**src/rtl/fft_lane_rotator.sv**
```systemverilog
// fft_lane_rotator: rotates LANES complex samples by iSEL in direction iDIR behind a
// registered valid/ready stage with a 2-entry skid buffer. Optional macro FFT_ROT_CONJ_EN
// adds iCONJ, which negates the imag lanes with saturation.
module fft_lane_rotator #(
  parameter int BIT = 17,
  parameter int LANES = 4,
  localparam int SELW = $clog2(LANES)
) (
  input  logic                 iCLK,
  input  logic                 iRESET,
  input  logic [SELW-1:0]      iSEL,
  input  logic                 iDIR,
`ifdef FFT_ROT_CONJ_EN
  input  logic                 iCONJ,
`endif
  input  logic [LANES*BIT-1:0] iX_RE,
  input  logic [LANES*BIT-1:0] iX_IM,
  input  logic                 iVALID,
  output logic                 oREADY,
  output logic [LANES*BIT-1:0] oY_RE,
  output logic [LANES*BIT-1:0] oY_IM,
  output logic                 oVALID,
  input  logic                 iREADY,
  output logic [15:0]          oBEATS
);
  // The state code is {oVALID, skdV}; the code 01 never occurs.
  typedef enum logic [1:0] {EMPTY = 2'b00, ONE = 2'b10, FULL = 2'b11} state_t;
  state_t state, stateNext;
  logic [LANES*BIT-1:0] rotRe, rotIm, skdRe, skdIm;
  logic accept, consume;
  assign accept = iVALID && oREADY;
  assign consume = oVALID && iREADY;
  assign oVALID = state[1];
`ifdef FFT_ROT_CONJ_EN
  localparam logic [BIT-1:0] MINV = {1'b1, {(BIT-1){1'b0}}};
  function automatic logic [BIT-1:0] satNeg(input logic [BIT-1:0] v);
    return (v == MINV) ? ~MINV : -v;
  endfunction
`endif
  // Select each output lane from its source lane; the index wraps modulo LANES.
  always_comb begin
    logic [SELW-1:0] idx;
    logic [BIT-1:0] im;
    rotRe = '0;
    rotIm = '0;
    for (int k = 0; k < LANES; k++) begin
      idx = iDIR ? SELW'(k) + iSEL : SELW'(k) - iSEL;
      im = iX_IM[idx*BIT +: BIT];
      rotRe[k*BIT +: BIT] = iX_RE[idx*BIT +: BIT];
`ifdef FFT_ROT_CONJ_EN
      rotIm[k*BIT +: BIT] = iCONJ ? satNeg(im) : im;
`else
      rotIm[k*BIT +: BIT] = im;
`endif
    end
  end
  // Next occupancy from the input and output handshakes.
  always_comb begin
    stateNext = state;
    if (state == EMPTY) stateNext = accept ? ONE : EMPTY;
    else if (state == ONE) stateNext = (accept && !consume) ? FULL : (!accept && consume) ? EMPTY : ONE;
    else stateNext = consume ? ONE : FULL;
  end
  // Occupancy and registered ready, which tracks the next skid state.
  always_ff @(posedge iCLK or negedge iRESET) begin
    if (!iRESET) begin
      state <= EMPTY;
      oREADY <= 1'b0;
    end else begin
      state <= stateNext;
      oREADY <= (stateNext != FULL);
    end
  end
  // The output register loads from the skid buffer when draining, or else from the rotator.
  always_ff @(posedge iCLK or negedge iRESET) begin
    if (!iRESET) begin
      oY_RE <= '0;
      oY_IM <= '0;
    end else if (state == FULL) begin
      if (consume) begin
        oY_RE <= skdRe;
        oY_IM <= skdIm;
      end
    end else if (accept && (!oVALID || consume)) begin
      oY_RE <= rotRe;
      oY_IM <= rotIm;
    end
  end
  // The skid buffer captures a beat that arrives while the output is stalled.
  always_ff @(posedge iCLK or negedge iRESET) begin
    if (!iRESET) begin
      skdRe <= '0;
      skdIm <= '0;
    end else if (state == ONE && accept && !consume) begin
      skdRe <= rotRe;
      skdIm <= rotIm;
    end
  end
  // Count accepted input beats; the counter wraps silently.
  always_ff @(posedge iCLK or negedge iRESET) begin
    if (!iRESET) oBEATS <= '0;
    else if (accept) oBEATS <= oBEATS + 16'd1;
  end
endmodule

```
**config.mk**
```make
export PLATFORM = sky130hd
export DESIGN_NAME = fft_lane_rotator
export DESIGN_NICKNAME = d
export VERILOG_FILES = /design/src/rtl/fft_lane_rotator.sv
export SDC_FILE = /design/constraint.sdc
export NUM_CORES = 1
export LEC_CHECK = 0
export BUFFER_PORTS_ARGS = -buffer_cell sky130_fd_sc_hd__buf_2
export CORE_ASPECT_RATIO = 2
export CORE_UTILIZATION = 51
export CTS_CLUSTER_DIAMETER = 100
export DETAILED_ROUTE_END_ITERATION = 7
export PLACE_DENSITY = 0.88
export SLEW_MARGIN = 40
export SYNTH_ARGS = -nofsm -noshare
export SYNTH_HDL_FRONTEND = slang
export SYNTH_SLANG_ARGS = --single-unit
```
**constraint.sdc**
```tcl
create_clock -name iCLK -period 1.4 [get_ports iCLK]
set_input_delay 0.14 -clock iCLK [delete_from_list [all_inputs] [get_ports iCLK]]
set_output_delay 0.14 -clock iCLK [all_outputs]
set_load 0.01 [all_outputs]
```
==> results.md <==
* Max VDD drop at 1.29 mV
* Number of global-route vias before repair at 16,403
* RSZ-0062 raised after global routing: yes
* Mean routed wirelength per cell at 30.1 µm
* Post-synth top flop: dfrtp_1
* Tmin final at 1.95 ns
* Synth Register Bits at 291
* Synthesized area at 0.0166 mm²
* Final setup vio count at 283
* Synth top area share at 43.9%
* Worst hold path class: primary input to asynchronous set/reset pin
* I/O pins at 297
* Syn_area_per_cell at 9.55 µm²
* CP max FO at 6
* Slew @ Worst Pin at 0.925 ns
* Final setup skew at 0.0237 ns
* Nets at 2,261
* Cells after DPL at 2,461
* Initial Util at 51.7%
* WS Path Type: register to register
* Clock buffer depth at 3
* FFs w/ async S/R, synth at 100%
* Worst EP arrival at 2.38 ns
* Final WS setup at -0.552 ns
* CTS tree: yes
* Initial antenna violation count at 2
* Area contributors post-synth: dfrtp_1 44%, mux2_2 9.2%, mux2i_1 8.2%
* Pwr per Cell Area at 2310 mW/mm²
* CTS H-tree depth at 1
* Total global routing overflow at 0
* Finished Layout Cells at 2,564
* Via count at 17,887
* Seq/Total Area, Yosys at 43.9%
* Startpoint type of the worst setup path: register
* Synth warn at 0
* CP endpoint kind: register
* Max-cap violation count at 0
* Detailed Route WL at 77,200 µm
* Clock Sinks at 291
* Post-synthesis instance total at 1,739
* FMAX at 512 MHz
* Total CTS buffers at 27
* Synth cell types at 38
* Tot GR Track Use at 38.4%
* Layout cell share with drive strength beyond 1 at 42.6%
* Failing checks: design-rule violations, negative setup slack
* Final hold viol count at 0
* Starting DRT DRC Count at 2,566
* Worst Reg-to-Reg Cells at 8
* First-pass GRT wire length at 95,400 µm
* Chip width at 130 µm
* Area delta synth->final at 38.5%
* Clk_lat worst skew at 0.56 ns
* Commonest cells after routing, fill and taps aside: 293 x buf_2, 287 x dfrtp_1, 239 x nor2_1
* Outcome: finished, violations left
* Most common cell after layout, fill and taps aside: buf_2
* EDFF count, synth at 0
* ANT nets after route at 0
* Via/cell ratio at 6.98
* Dpl cell area at 0.0197 mm²
* Clock Pin Slew Worst Setup and Hold Paths at 0.07 ns
* Number of remaining DRC errors at 19
* Worst EP required at 1.83 ns
* Design Power at 53.1 mW
* Yosys top cell by area: dfrtp_1
* Die height at 257 µm
* Hold Slack at 0.0555 ns
* Worst reg2reg startpoint: state[1]$_DFF_PN0_
* Fin crit share at 139%
* Root buf cell: clkbuf_16
* Leakage at 10.1 nW
* RR Endpoint: oY_RE[34]$_DFFE_PN0P_
* Largest net degree at the start of global routing at 70
* Mapped Nets at 1,883
* Row cnt at 93
* Final design utilization at 71.6%
* Hpwl dp at 43,100 µm
* TNS Setup at -70.26 ns
* Global placer's final weighted congestion at 0.942
* Normalized max-slew margin at 36.6%
* Dpl ws at -0.418 ns
* Die Area at 0.0333 mm²
* Reg-to-reg setup timing slack at -0.55 ns
* Final-report max-slew violation count at 0
* 1st-pass router iterations at 8
* Finished Cell Area at 0.0230 mm²
* Core Region at 0.0321 mm²
* Input/output buffers at 296
-- area by class of cell --
cell class / instances / area [µm²]
multi-input cells: 1282 / 9670
diodes: 1 / 2.50
flip-flops and latches: 291 / 7290
repair buffers: 512 / 4630
clock buffers: 38 / 767
well taps: 427 / 534
clock inverters: 10 / 87.6
fillers: 1957 / 9130
inverters: 3 / 11.3
-- power breakdown --
group	internal, mW	switching, mW	leakage (nW)	total (mW)
registers	12.1	3.28	3.36	15.3
logic	13.2	17.1	6.35	30.3
clock network	4.01	3.48	0.418	7.49
-- kinds of logic (layout without fill, tap and decap cells) --
family,count (synthesis),count (layout),synth area share (%)
xor gates and xnor gates,18,18,1.22
adders and majority gates,1,1,0.0753
muxes,272,272,17.4
DFF,291,291,43.9
AOI/OAI and AO/OA,547,547,21.9
buffers and inverters,166,563,5.08
and+or+nand+nor,444,444,10.4
other,0,1,0
-- Yosys cell counts (2+ instances only) --
master	n
a21oi_1	2
buf_1	2
buf_2	44
buf_4	14
buf_6	12
buf_8	2
clkbuf_1	89
dfrtp_1	291
inv_1	3
mux2_2	136
mux2i_1	136
nand2_1	148
nand3_1	3
nand4_1	5
nor2_1	276
nor3_1	2
o21a_1	136
o21ai_0	225
o21ai_1	47
o32ai_1	129
o32ai_2	7
xnor2_1	10
xor2_1	5
-- worst max path at each step --
| stage | start | endpoint | slack (ns) |
|---|---|---|---|
| 2_1_floorplan | oBEATS[1]$_DFFE_PN0P_ | oBEATS[14]$_DFFE_PN0P_ | -0.15 |
| 3_3_place_gp | iSEL[0] | oY_RE[36]$_DFFE_PN0P_ | -0.34 |
| 3_5_place_dp | iSEL[0] | oY_RE[36]$_DFFE_PN0P_ | -0.42 |
| 4_1_cts | state[1]$_DFF_PN0_ | oY_IM[0]$_DFFE_PN0P_ | -0.33 |
| 5_1_grt | state[1]$_DFF_PN0_ | oY_RE[34]$_DFFE_PN0P_ | -0.58 |
| 6_report | state[1]$_DFF_PN0_ | oY_RE[34]$_DFFE_PN0P_ | -0.55 |
-- flip-flops by register name (all words and copies together) (netlist names) --
register  flops
skdIm        68
state         2
skdRe        68
oREADY        1
oY_IM        68
oBEATS       16
oY_RE        68
-- per-layer routing --
| layer | part of all wire [%] | up-vias | wire length, µm | GRT usage [%] |
|---|---|---|---|---|
| li1 | - | 7027 | - | - |
| met1 | 29 | 8491 | 22400 | 38.5 |
| met2 | 46 | 1751 | 35200 | 63.1 |
| met3 | 12 | 616 | 9500 | 9.85 |
| met4 | 13 | 2 | 10000 | 36.5 |
| met5 | 0.014 | - | 11 | 0 |
-- timing repair --
item,4_1_cts,5_1_grt
hold buffers,1,0
gates cloned,5,31
setup buffers,9,12
endpoints found under the setup margin,274,283
pin swaps,8,67
gates resized for setup,33,394
hold endpoints to repair,291,0
-- worst max-delay path, cell delays in order, from the launching register on --
cell,delay (ns)
dfrtp_2,0.43
buf_12,0.13
nand2_8,0.10
a21oi_4,0.08
buf_6,0.15
clkbuf_16,0.17
buf_12,0.14
nor2_1,0.46
o32ai_2,0.17
Note: power is estimated with default switching activity, not from simulation.
